File: src/rtl/axi_mm_master_name_reg.sv
// Master-side AXI4-MM <-> link bridge: packs AR/AW/W into link words and unpacks R/B onto user AXI.
// Latency: 1 cycle per channel through a 2-entry registered skid buffer.
// Backpressure: per-channel ready drops when its buffer holds 2 words; AR/AW also stall at the outstanding cap.

module axi_mm_master_name_reg_skid #(
    parameter int W = 8
) (
    input  logic         clk,
    input  logic         rst_n,
    input  logic         rst_q,
    input  logic         in_vld,
    output logic         in_rdy,
    input  logic [W-1:0] in_dat,
    output logic         out_vld,
    input  logic         out_rdy,
    output logic [W-1:0] out_dat
);
    logic [1:0]   cnt;
    logic [W-1:0] head;
    logic [W-1:0] tail;
    logic         push;
    logic         pop;

    assign in_rdy  = (cnt != 2'd2) & ~rst_q;
    assign out_vld = (cnt != 2'd0);
    assign out_dat = head;
    assign push    = in_vld & in_rdy;
    assign pop     = out_vld & out_rdy;

    always_ff @(posedge clk) begin
        if (!rst_n) begin
            cnt <= 2'd0;
        end else begin
            case ({push, pop})
                2'b10:   cnt <= cnt + 2'd1;
                2'b01:   cnt <= cnt - 2'd1;
                default: cnt <= cnt;
            endcase
        end
    end

    // Head is always the oldest word; tail only fills when head is occupied and not leaving.
    always_ff @(posedge clk) begin
        if (pop && cnt == 2'd2)
            head <= tail;
        else if (push && (cnt == 2'd0 || (cnt == 2'd1 && pop)))
            head <= in_dat;
        if (push && cnt == 2'd1 && !pop)
            tail <= in_dat;
    end
endmodule

module axi_mm_master_name_reg #(
    parameter int MAX_RD_OUT = 8,
    parameter int MAX_WR_OUT = 8
) (
    input  logic        clk_wr,
    input  logic        rst_wr_n,
    input  logic [1:0]  user_arid,
    input  logic [2:0]  user_arsize,
    input  logic [7:0]  user_arlen,
    input  logic [1:0]  user_arburst,
    input  logic [31:0] user_araddr,
    input  logic        user_arvalid,
    output logic        user_arready,
    input  logic [1:0]  user_awid,
    input  logic [2:0]  user_awsize,
    input  logic [7:0]  user_awlen,
    input  logic [1:0]  user_awburst,
    input  logic [31:0] user_awaddr,
    input  logic        user_awvalid,
    output logic        user_awready,
    input  logic [1:0]  user_wid,
    input  logic [31:0] user_wdata,
    input  logic [3:0]  user_wstrb,
    input  logic        user_wlast,
    input  logic        user_wvalid,
    output logic        user_wready,
    output logic [1:0]  user_rid,
    output logic [31:0] user_rdata,
    output logic        user_rlast,
    output logic [1:0]  user_rresp,
    output logic        user_rvalid,
    input  logic        user_rready,
    output logic [1:0]  user_bid,
    output logic [1:0]  user_bresp,
    output logic        user_bvalid,
    input  logic        user_bready,
    output logic        user_ar_vld,
    output logic [46:0] txfifo_ar_data,
    input  logic        user_ar_ready,
    output logic        user_aw_vld,
    output logic [46:0] txfifo_aw_data,
    input  logic        user_aw_ready,
    output logic        user_w_vld,
    output logic [38:0] txfifo_w_data,
    input  logic        user_w_ready,
    input  logic        user_r_vld,
    input  logic [36:0] rxfifo_r_data,
    output logic        user_r_ready,
    input  logic        user_b_vld,
    input  logic [3:0]  rxfifo_b_data,
    output logic        user_b_ready,
    input  logic        m_gen2_mode,
    output logic        rd_cnt_err,
    output logic        wr_cnt_err
);
    localparam int RCW = $clog2(MAX_RD_OUT + 1);
    localparam int WCW = $clog2(MAX_WR_OUT + 1);
    localparam logic [RCW-1:0] RD_LIM = RCW'(MAX_RD_OUT);
    localparam logic [WCW-1:0] WR_LIM = WCW'(MAX_WR_OUT);
    localparam logic [RCW-1:0] RD_ONE = RCW'(1);
    localparam logic [WCW-1:0] WR_ONE = WCW'(1);

    logic           rst_q;
    logic [RCW-1:0] rd_cnt;
    logic [WCW-1:0] wr_cnt;
    logic           rd_ok, wr_ok;
    logic           ar_in_rdy, aw_in_rdy;
    logic           rd_inc, rd_dec, wr_inc, wr_dec;
    logic [36:0]    r_out_dat;
    logic [3:0]     b_out_dat;
    logic           unused_gen2;

    assign unused_gen2 = m_gen2_mode;

    // Holds every ready low for the first cycle after reset release.
    always_ff @(posedge clk_wr) rst_q <= ~rst_wr_n;

    assign rd_ok        = (rd_cnt < RD_LIM);
    assign wr_ok        = (wr_cnt < WR_LIM);
    assign user_arready = ar_in_rdy & rd_ok;
    assign user_awready = aw_in_rdy & wr_ok;

    assign rd_inc = user_arvalid & user_arready;
    assign rd_dec = user_rvalid & user_rready & user_rlast;
    assign wr_inc = user_awvalid & user_awready;
    assign wr_dec = user_bvalid & user_bready;

    always_ff @(posedge clk_wr) begin
        if (!rst_wr_n) begin
            rd_cnt     <= '0;
            rd_cnt_err <= 1'b0;
        end else if (rd_inc && !rd_dec) begin
            rd_cnt <= rd_cnt + RD_ONE;
        end else if (rd_dec && !rd_inc) begin
            if (rd_cnt == '0) rd_cnt_err <= 1'b1;
            else              rd_cnt     <= rd_cnt - RD_ONE;
        end
    end

    always_ff @(posedge clk_wr) begin
        if (!rst_wr_n) begin
            wr_cnt     <= '0;
            wr_cnt_err <= 1'b0;
        end else if (wr_inc && !wr_dec) begin
            wr_cnt <= wr_cnt + WR_ONE;
        end else if (wr_dec && !wr_inc) begin
            if (wr_cnt == '0) wr_cnt_err <= 1'b1;
            else              wr_cnt     <= wr_cnt - WR_ONE;
        end
    end

    axi_mm_master_name_reg_skid #(.W(47)) u_ar (
        .clk(clk_wr), .rst_n(rst_wr_n), .rst_q(rst_q),
        .in_vld(user_arvalid & rd_ok), .in_rdy(ar_in_rdy),
        .in_dat({user_araddr, user_arburst, user_arlen, user_arsize, user_arid}),
        .out_vld(user_ar_vld), .out_rdy(user_ar_ready), .out_dat(txfifo_ar_data)
    );

    axi_mm_master_name_reg_skid #(.W(47)) u_aw (
        .clk(clk_wr), .rst_n(rst_wr_n), .rst_q(rst_q),
        .in_vld(user_awvalid & wr_ok), .in_rdy(aw_in_rdy),
        .in_dat({user_awaddr, user_awburst, user_awlen, user_awsize, user_awid}),
        .out_vld(user_aw_vld), .out_rdy(user_aw_ready), .out_dat(txfifo_aw_data)
    );

    axi_mm_master_name_reg_skid #(.W(39)) u_w (
        .clk(clk_wr), .rst_n(rst_wr_n), .rst_q(rst_q),
        .in_vld(user_wvalid), .in_rdy(user_wready),
        .in_dat({user_wlast, user_wstrb, user_wdata, user_wid}),
        .out_vld(user_w_vld), .out_rdy(user_w_ready), .out_dat(txfifo_w_data)
    );

    axi_mm_master_name_reg_skid #(.W(37)) u_r (
        .clk(clk_wr), .rst_n(rst_wr_n), .rst_q(rst_q),
        .in_vld(user_r_vld), .in_rdy(user_r_ready), .in_dat(rxfifo_r_data),
        .out_vld(user_rvalid), .out_rdy(user_rready), .out_dat(r_out_dat)
    );

    axi_mm_master_name_reg_skid #(.W(4)) u_b (
        .clk(clk_wr), .rst_n(rst_wr_n), .rst_q(rst_q),
        .in_vld(user_b_vld), .in_rdy(user_b_ready), .in_dat(rxfifo_b_data),
        .out_vld(user_bvalid), .out_rdy(user_bready), .out_dat(b_out_dat)
    );

    assign {user_rresp, user_rlast, user_rdata, user_rid} = r_out_dat;
    assign {user_bresp, user_bid} = b_out_dat;
endmodule

File: config.mk
export PLATFORM = sky130hd
export DESIGN_NAME = axi_mm_master_name_reg
export DESIGN_NICKNAME = d
export VERILOG_FILES = /design/src/rtl/axi_mm_master_name_reg.sv
export SDC_FILE = /design/constraint.sdc
export NUM_CORES = 1
export LEC_CHECK = 0
export ABC_CLOCK_PERIOD_IN_PS = 8000
export BUFFER_PORTS_ARGS = -buffer_cell sky130_fd_sc_hd__buf_4
export CORE_AREA = 2 2 166 184
export CTS_BUF_LIST = sky130_fd_sc_hd__clkbuf_16
export DETAILED_ROUTE_END_ITERATION = 12
export DIE_AREA = 0 0 168 186
export PLACE_DENSITY = 0.83
export REMOVE_ABC_BUFFERS = 1
export SETUP_SLACK_MARGIN = 0.5
export SLEW_MARGIN = 20
export SYNTH_ARGS = -nofsm -noshare
export SYNTH_HDL_FRONTEND = slang
export SYNTH_SLANG_ARGS = --single-unit
File: constraint.sdc
create_clock -name clk_wr -period 8 [get_ports clk_wr]
set_input_delay 1.2 -clock clk_wr [delete_from_list [all_inputs] [get_ports clk_wr]]
set_output_delay 1.2 -clock clk_wr [all_outputs]
set_load 0.005 [all_outputs]
* Word level (Yosys, flattened, before mapping)
Index checks and enable logic that the tools add are counted.
Word-level totals: flip-flop bits (word level) 369, output and inout bits 186, logic and storage cells 180
Cells by class: add/subtract/negate cells 14, magnitude comparators 2, equal/unequal tests 27, multiplexer cells 21, bitwise logic cells 26, reductions and logical operators 70
Operator list (count):
- $mux W47 | 4
- $mux W39 | 2
- $mux W37 | 2
- $reduce_bool A2 Y1 | 17
- $mux W4 | 8
- $logic_and A1 B1 Y1 | 29
- $and A1 B1 Y1 | 22
- $eq A2 B1 Y1 const B | 10
- $eq A2 B2 Y1 const B | 10
- $pmux W2 S2 | 5
- $ne A2 B2 Y1 const B | 7
- $add A2 B1 Y2 const B | 5
- $logic_not A2 Y1 | 5
- $sub A2 B1 Y2 const B | 5
- $add A4 B1 Y4 const B | 2
- $logic_not A1 Y1 | 8
- $logic_not A4 Y1 | 2
- $lt A4 B4 Y1 const B | 2
- $sub A4 B1 Y4 const B | 2
- $reduce_and A3 Y1 | 2
- $logic_or A1 B1 Y1 | 5
- $not A1 Y1 | 4
- $reduce_and A2 Y1 | 2

* Logic depth before layout (Yosys ltp)
Gate-level depths: netlist (run 1).
depth after elaboration 8, mapped depth 12, gate-level depth less buffers 12

* Hierarchy
From an unflattened synthesis (run 1), not the netlist that was laid out.
Second synthesis, totals: cells, all modules 721, area, all modules 14620.3 um^2
By module, submodules not included:
- axi_mm_master_name_reg_skid at u_ar ... | instances 2, cells an instance 167, area each 3664.8 um^2, seq. area each 2862.7 um^2
- axi_mm_master_name_reg_skid at u_w | instances 1, cells an instance 142, area each 3173.0 um^2, seq. area each 2382.3 um^2
- axi_mm_master_name_reg_skid at u_r | instances 1, cells an instance 136, area each 2946.6 um^2, seq. area each 2262.2 um^2
- axi_mm_master_name_reg | instances 1, cells an instance 76, area each 693.2 um^2, seq. area each 220.2 um^2
- axi_mm_master_name_reg_skid at u_b | instances 1, cells an instance 33, area each 478.0 um^2, seq. area each 280.3 um^2

* Worst setup path after synthesis (run 1)
OpenSTA, ideal clock, no wires.
path type input to register, start input port user_r_vld, end register u_r.tail[0], enable pin, library setup time 0.485 ns, arrival time 4.278 ns, required time 7.515 ns, path slack 3.237 ns, cell stages on the path 3, path buffers 0, cells stage by stage nand2_1 -> or2_2 -> nor3b_1
Between the ends: cells in the longest elaborated chain, start to end 3
RTL lines:
- from (decl) | RTL line 98 | input logic user_r_vld,
- $and A1 B1 Y1 | RTL line 27 | assign push = in_vld & in_rdy;
- $logic_and A1 B1 Y1 (2 in series) | RTL line 48 | if (push && cnt == 2'd1 && !pop)
- to (signal assigned) | RTL line 49 | tail <= in_dat;
- to (decl) | RTL line 20 | logic [W-1:0] tail;
Every way passes these cells. A chain may end at the register's enable or synchronous reset.

* Worst setup path in the final report (run 1)
start register u_aw.cnt[0], end output port user_awready
Between the ends: cells in the longest elaborated chain, start to end 3
RTL lines:
- from (decl) | RTL line 18 | logic [1:0] cnt;
- from (signal assigned) | RTL line 35 | 2'b10: cnt <= cnt + 2'd1;
- from (signal assigned) | RTL line 36 | 2'b01: cnt <= cnt - 2'd1;
- from (signal assigned) | RTL line 37 | default: cnt <= cnt;
- $ne A2 B2 Y1 | RTL line 24 | assign in_rdy = (cnt != 2'd2) & ~rst_q;
- $and A1 B1 Y1 | RTL line 24
- $and A1 B1 Y1 | RTL line 133 | assign user_awready = aw_in_rdy & wr_ok;
- to (decl) | RTL line 72 | output logic user_awready,
Every way passes these cells.

==> flow_summary.ini, run 1 <==
[yosys]
synthArstFlopShare = 0
ys.flop_type = edfxtp_1
synth_top_family_by_area = multiplexers
synthXorXnorAreaFrac = 0.008494
yosysSeqAreaShare = 0.7530
synthSimpleGateAreaFrac = 0.02227
synth-seq-cells = 369
synthTopCellsByArea = edfxtp_1 (72%), mux2_4 (8.2%), mux2_2 (7.4%)
synth_fa_ha_area_frac = 0.02704
syn_area_um2 = 14440
muxShareOfSynthArea = 0.1577
synth-edff-count = 348
synth.distinct_cells = 35
ys_warn_count = 0
synth_compound_area_frac = 0.01326
synthDominantCellAreaShare = 0.7239
yosys.area.top_type = edfxtp_1
syn_avg_cell_area_um2 = 19.97
netlist_instances = 723

[worst_setup_path]
critPathArrivalTime_ns = 1.61
max_stage_delay_ns = 0.38
r2r-start = u_aw.cnt[0]$_SDFFE_PN0P_
r2r_slack_ns = 5.47
cp_cell_sequence = inv_1 -> ha_1 -> nor3_2 -> buf_4
start_kind = register
crit_fanout = 3
crit_slowest_cell = dfxtp_1
crit_start = u_aw.cnt[0]$_SDFFE_PN0P_
critPathRequiredTime_ns = 6.80
path_class = reg -> out
cp-end-kind = output pin

[drt]
ant_nets = 0
route.detailed.drc = 0
routed_via_density = 5.116
via_count = 7812
first_pass_iters = 4
drt_iter0_drc = 550
wl_per_cell_um = 19.87
drt-total-wl_mm = 30.35

[floorplan]
die_y_um = 186
rows = 66
core_um2 = 29320
dieArea_um2 = 31250
initial_core_util = 0.4924
die_w_um = 168
ios = 373

[cells_and_area]
drive_gt1_frac = 0.5429
area_growth_pct = 30.57
utilization = 0.6430
fin_nets = 1343
antenna_cells = 0

[grt]
grt_usage = 0.1860
grt_start_max_net_pins = 48
grt_pass1_wl_mm = 45.24
grt_pass1_vias = 8218
grt_antenna_before_repair = 0
grt_overflow = 0

[power]
switching_power_uw = 1469
cellLeakagePower_uw = 0.007551
p_clk_frac = 0.300
pwr-share-comb = 0.228
p_int_uw = 4142
power_uw = 5611
switching_share = 0.2618
p_seq_frac = 0.472
power_density_nw_per_um2 = 297.7
vdd_ir_drop_max_mv = 0.2422

[clocking]
cts_sinks = 369
cts_tree = done
clkLatencyLatePin_ns = 0.51
cts_buffers = 39
post_cts_resized = 0
post-cts-setup-buffers = 0
htreeDepth = 2
postCtsHoldBufs = 0
clockRootBuffer = clkbuf_16
clockBufferDepth = 3
clk_pin_slew_worst_paths_ns = 0.06

[sta]
finalCriticalPeriod_ns = 2.810
worst_slew_pin_slew_ns = 0.8050
finalHoldViolations = 0
fin_crit_sh = 0.3512
max_slew_margin = 0.4633
fin_worst_skew_ns = 0.02196
fin_tns_setup_ns = 0
max_freq_mhz = 355.9
drv_slew = 0
rsz0062_at_grt = no
setup_viol = 0

[place]
port_buffers = 371
hpwl_mm = 21.02
routabilityCongestion = 0.7929

[worst_hold_path]
hold_class = reg -> reg
worstHoldStart = wr_cnt_err$_SDFFE_PN0P_

[run_status]
status = finished, final reports clean

[job]
maxCapViolations = 0
## final timing paths
| kind | to | depth (start not counted) |
|---|---|---|
| setup / recovery | user_awready | 4 |
| hold / removal | wr_cnt_err$_SDFFE_PN0P_ | 2 |
| setup reg to reg | wr_cnt[3]$_SDFFE_PN0P_ | 12 |
| hold reg to reg | wr_cnt_err$_SDFFE_PN0P_ | 2 |
## placed cells by master (no fill, tap or decap), types with 3 or more instances in the layout
master       n
mux2_4      79
ha_1        28
dfxtp_1     21
clkbuf_16   39
nand2_2      3
edfxtp_1   348
xnor2_1      4
nand2_1     18
a31oi_1      3
mux2_2      95
bufinv_16    3
inv_1       34
nor2_1      20
buf_4      382
nor2b_4      3
a211oi_1     9
a21oi_1      9
xor2_1      10
clkinv_2     3
clkinv_1     9
## per-layer routing
| metal | share of wire | global-route usage | up-vias | routed length [um] |
|---|---|---|---|---|
| li1 | - | - | 3580 | - |
| met2 | 0.51 | 0.3276 | 310 | 15520 |
| met1 | 0.38 | 0.2188 | 3861 | 11430 |
| met3 | 0.081 | 0.05401 | 61 | 2469 |
| met4 | 0.031 | 0.06470 | 0 | 926 |
| met5 | 0 | 0 | - | 0 |
## power groups by stage
stage | clock, uW | sequential [uW] | combinational (uW)
2_1_floorplan | 0 | 2710 | 630
3_3_place_gp | 0 | 2670 | 1240
3_5_place_dp | 0 | 2690 | 1280
4_1_cts | 1730 | 2650 | 1290
5_1_grt | 1800 | 2680 | 1400
6_report | 1690 | 2650 | 1280
## state kept, by name, indices dropped and copies added, names as in the netlist
register / count
rd_cnt: 4
rd_cnt_err: 1
rst_q: 1
u_ar.cnt: 2
u_ar.out_dat: 47
u_ar.tail: 47
u_aw.cnt: 2
u_aw.out_dat: 47
u_aw.tail: 47
u_b.cnt: 2
u_b.out_dat: 4
u_b.tail: 4
u_r.cnt: 2
u_r.out_dat: 37
u_r.tail: 37
u_w.cnt: 2
u_w.out_dat: 39
u_w.tail: 39
wr_cnt: 4
wr_cnt_err: 1
## cell usage after synthesis (3+ instances only)
library cell / count
edfxtp_1: 348
a211oi_1: 9
mux2_2: 95
mux2_4: 79
a22o_1: 4
inv_1: 22
nand2_1: 20
a31oi_1: 3
a21oi_1: 9
ha_1: 28
nor2_1: 22
nor2b_4: 3
buf_6: 12
xor2_1: 10
buf_2: 7
xnor2_1: 4
dfxtp_1: 21
## logic make-up after synthesis
kind of cell | Yosys count
and+or+nand+nor | 61
adders and majority gates | 30
muxes | 176
buffers and inverters | 44
DFF | 369
xor gates and xnor gates | 14
AOI/OAI and AO/OA | 29
## stage by stage
stage          hold WS [ns]  setup WS [ns]  instance area (um2)  cells
5_1_grt              0.5086          5.067                18850   1527
6_report             0.4833          5.191                18850   1527
2_1_floorplan        0.4604          3.237                14260    703
3_5_place_dp         0.4712          5.057                17650   1459
3_3_place_gp         0.4556          5.092                17650   1459
4_1_cts              0.4887          5.167                18840   1527
## area by class of cell
cell class	instances	area [um2]
Sequential cell	369	10870
Fill cell	2013	10470
Clock inverter	29	212.7
Tap cell	374	467.9
Multi-Input combinational cell	310	3364
Clock buffer	39	975.9
Timing Repair Buffer	382	2868
Inverter	24	90.09
## critical path: cells and delay by family (launching register included)
kind / cells / cell delay, ns
fa+ha+maj: 1 / 0.25
buf+inv: 2 / 0.25
flops: 1 / 0.38
simple gates: 1 / 0.21
Note: power is estimated with default switching activity, not from simulation.
==> inputs of run 2 (changes only) <==
--- a/config.mk
+++ b/config.mk
@@ -5,13 +5,14 @@
 export SDC_FILE = /design/constraint.sdc
 export NUM_CORES = 1
 export LEC_CHECK = 0
-export ABC_CLOCK_PERIOD_IN_PS = 8000
+export ABC_AREA = 1
+export ABC_CLOCK_PERIOD_IN_PS = 2430
 export BUFFER_PORTS_ARGS = -buffer_cell sky130_fd_sc_hd__buf_4
-export CORE_AREA = 2 2 166 184
+export CORE_AREA = 2 2 169 188
 export CTS_BUF_LIST = sky130_fd_sc_hd__clkbuf_16
 export DETAILED_ROUTE_END_ITERATION = 12
-export DIE_AREA = 0 0 168 186
-export PLACE_DENSITY = 0.83
+export DIE_AREA = 0 0 171 190
+export PLACE_DENSITY = 0.84
 export REMOVE_ABC_BUFFERS = 1
 export SETUP_SLACK_MARGIN = 0.5
 export SLEW_MARGIN = 20
==> constraint.sdc (replaced) <==
create_clock -name clk_wr -period 2.43 [get_ports clk_wr]
set_input_delay 0.3645 -clock clk_wr [delete_from_list [all_inputs] [get_ports clk_wr]]
set_output_delay 0.3645 -clock clk_wr [all_outputs]
set_load 0.005 [all_outputs]
==> run 2 against run 1 <==
  * Clock skew shrank 0.0054 ns
  * Count of clock-buffer cells in the layout did not move
  * Routed wire length grew 23%
  * Die area increased by 4.0%
  * Utilization up 0.54 points
  * Sequential power rose to 3.3 times the previous value
  * First-iteration DRC count up 52%
  * Cell count up 32%
  * Via count up 34%
  * Register-to-register slack got worse by 5.0 ns
  * Largest cell class unchanged
  * Highest routed layer unchanged
==> flow_summary.ini, run 2 <==
[worst_hold_path]
worstHoldStart = user_araddr[23]
hold_class = in -> reg

[sta]
rsz0062_at_grt = yes
fin_crit_sh = 0.8205
drv_slew = 0
fin_tns_setup_ns = 0
worst_slew_pin_slew_ns = 0.5961
worst_slack_ns = 0.4362
finalHoldViolations = 0
fin_worst_skew_ns = 0.01660
setup_viol = 0
finalCriticalPeriod_ns = 1.994
max_freq_mhz = 501.6
max_slew_margin = 0.6022

[worst_setup_path]
critPathRequiredTime_ns = 2.66
crit_start = u_ar.cnt[0]$_SDFFE_PN0P_
path_class = reg -> reg
r2r_slack_ns = 0.44
crit_fanout = 6
r2r-start = u_ar.cnt[0]$_SDFFE_PN0P_
cp-end-kind = register
start_kind = register
critPathArrivalTime_ns = 2.22

[clocking]
cts_sinks = 369
cts_buffers = 37
clkLatencyLatePin_ns = 0.52
postCtsHoldBufs = 0
clockBufferDepth = 3
clk_pin_slew_worst_paths_ns = 0.07
htreeDepth = 2
clockRootBuffer = clkbuf_16
cts_tree = done

[floorplan]
core_um2 = 30800
die_w_um = 171
initial_core_util = 0.4722
dieArea_um2 = 32490
die_y_um = 190
rows = 68
ios = 373

[yosys]
synth-edff-count = 348
synth-seq-cells = 369
yosys.area.top_type = edfxtp_1
synth_common_cells = nand2_1 (387), edfxtp_1 (348), nand3_1 (180)
netlist_instances = 1146
syn_avg_cell_area_um2 = 12.69
synthDominantCellAreaShare = 0.7185
yosysSeqAreaShare = 0.7474
synthArstFlopShare = 0
synthTopCellsByArea = edfxtp_1 (72%), nand2_1 (10%), nand3_1 (6.2%)
syn_area_um2 = 14540
synth.distinct_cells = 22
ys_warn_count = 0
synthMostInstantiatedCell = nand2_1
ys.flop_type = edfxtp_1

[cells_and_area]
drive_gt1_frac = 0.3517
area_growth_pct = 37.31
fin_nets = 1788
final_common_cell = buf_4
layout_common_cells = buf_4 (406), nand2_1 (374), edfxtp_1 (348)
antenna_cells = 0

[drt]
drt_iter0_drc = 837
via_count = 10470
first_pass_iters = 5
routed_via_density = 5.186
wl_per_cell_um = 18.45
drt-total-wl_mm = 37.23
route.detailed.drc = 0
ant_nets = 0

[power]
power_density_nw_per_um2 = 1018
cellLeakagePower_uw = 0.008387
power_uw = 20320
vdd_ir_drop_max_mv = 0.7926

[grt]
grt_pass1_vias = 10110
grt_overflow = 0
grt_start_max_net_pins = 49
grt_usage = 0.2105
grt_pass1_wl_mm = 53.46
grt_antenna_before_repair = 0

[place]
port_buffers = 371
hpwl_mm = 23.09
dp_slack_ns = 0.04326
routabilityCongestion = 0.8547

[job]
maxCapViolations = 0

[run_status]
status = finished, final reports clean
run 2: cell types whose count changed in the layout (fill, tap and decap cells not counted), moves of 24 or more:
cell,delta
nand2_1,+356
buf_4,+24
nand3_1,+177
mux2_4,-79
mux2_2,-95
run 2: worst paths after layout:
check | to | cells past startpoint
setup / recovery | u_ar.out_dat[1]$_DFFE_PP_ | 10
hold / removal | u_ar.tail[38]$_DFFE_PP_ | 1
setup reg to reg | u_ar.out_dat[1]$_DFFE_PP_ | 10
hold reg to reg | rd_cnt_err$_SDFFE_PN0P_ | 2
run 2: routing by layer:
layer / GRT usage / vias up / routed length [um]
met2: 0.3731 / 505 / 19240
met5: 0 / - / 0
met1: 0.2489 / 5013 / 13350
met3: 0.04452 / 111 / 2992
met4: 0.08475 / 0 / 1644
li1: - / 4837 / -
run 2: what timing repair did:
action | CTS | global route
gates resized for setup | 53 | 45
gates cloned | 5 | 5
buffers inserted | 21 | 12
setup endpoints to repair | 519 | 495
pin swaps | 12 | 18
run 2: cells by family after synthesis:
group	count (synthesis)	synth area share
and+or+nand+nor	605	0.1748
DFF	369	0.7474
AOI/OAI and AO/OA	36	0.01342
adders and majority gates	30	0.02684
xor gates and xnor gates	8	0.004818
buffers and inverters	98	0.03269
run 2: metrics by stage:
stage,instances,cell area (um2),utilization,hold slack (ns)
6_report,2018,19970,0.6484,0.02494
5_1_grt,2018,19970,0.6484,0.005358
4_1_cts,2001,19620,0.6369,0.005163
3_5_place_dp,1909,17890,0.5810,0.4452
3_3_place_gp,1909,17890,0.5810,0.4426
2_1_floorplan,1091,14230,-,0.4466
run 2: critical path: stages, from the launching register on:
cell and delay (ns):
dfxtp_2 0.35, inv_2 0.06, ha_4 0.17, nor3_4 0.13
nand2_2 0.09, buf_4 0.14, buf_4 0.12, buf_6 0.11
o21ai_4 0.18, buf_6 0.18, clkbuf_16 0.16
run 2: report_power, final:
group / internal, uW / switching (uW) / leakage, uW
sequential: 8250 / 371 / 0.00335
combinational: 2520 / 3240 / 0.00440
clock: 3560 / 2380 / 0.000633
run 2: cell type report:
type | count | area [um2]
timing repair buffer | 439 | 3621
inverter | 43 | 172.7
multi-input combinational | 681 | 3507
clock buffer | 39 | 975.9
tap | 420 | 525.5
fill | 2092 | 10830
clock inverter | 27 | 291.5
sequential | 369 | 10880
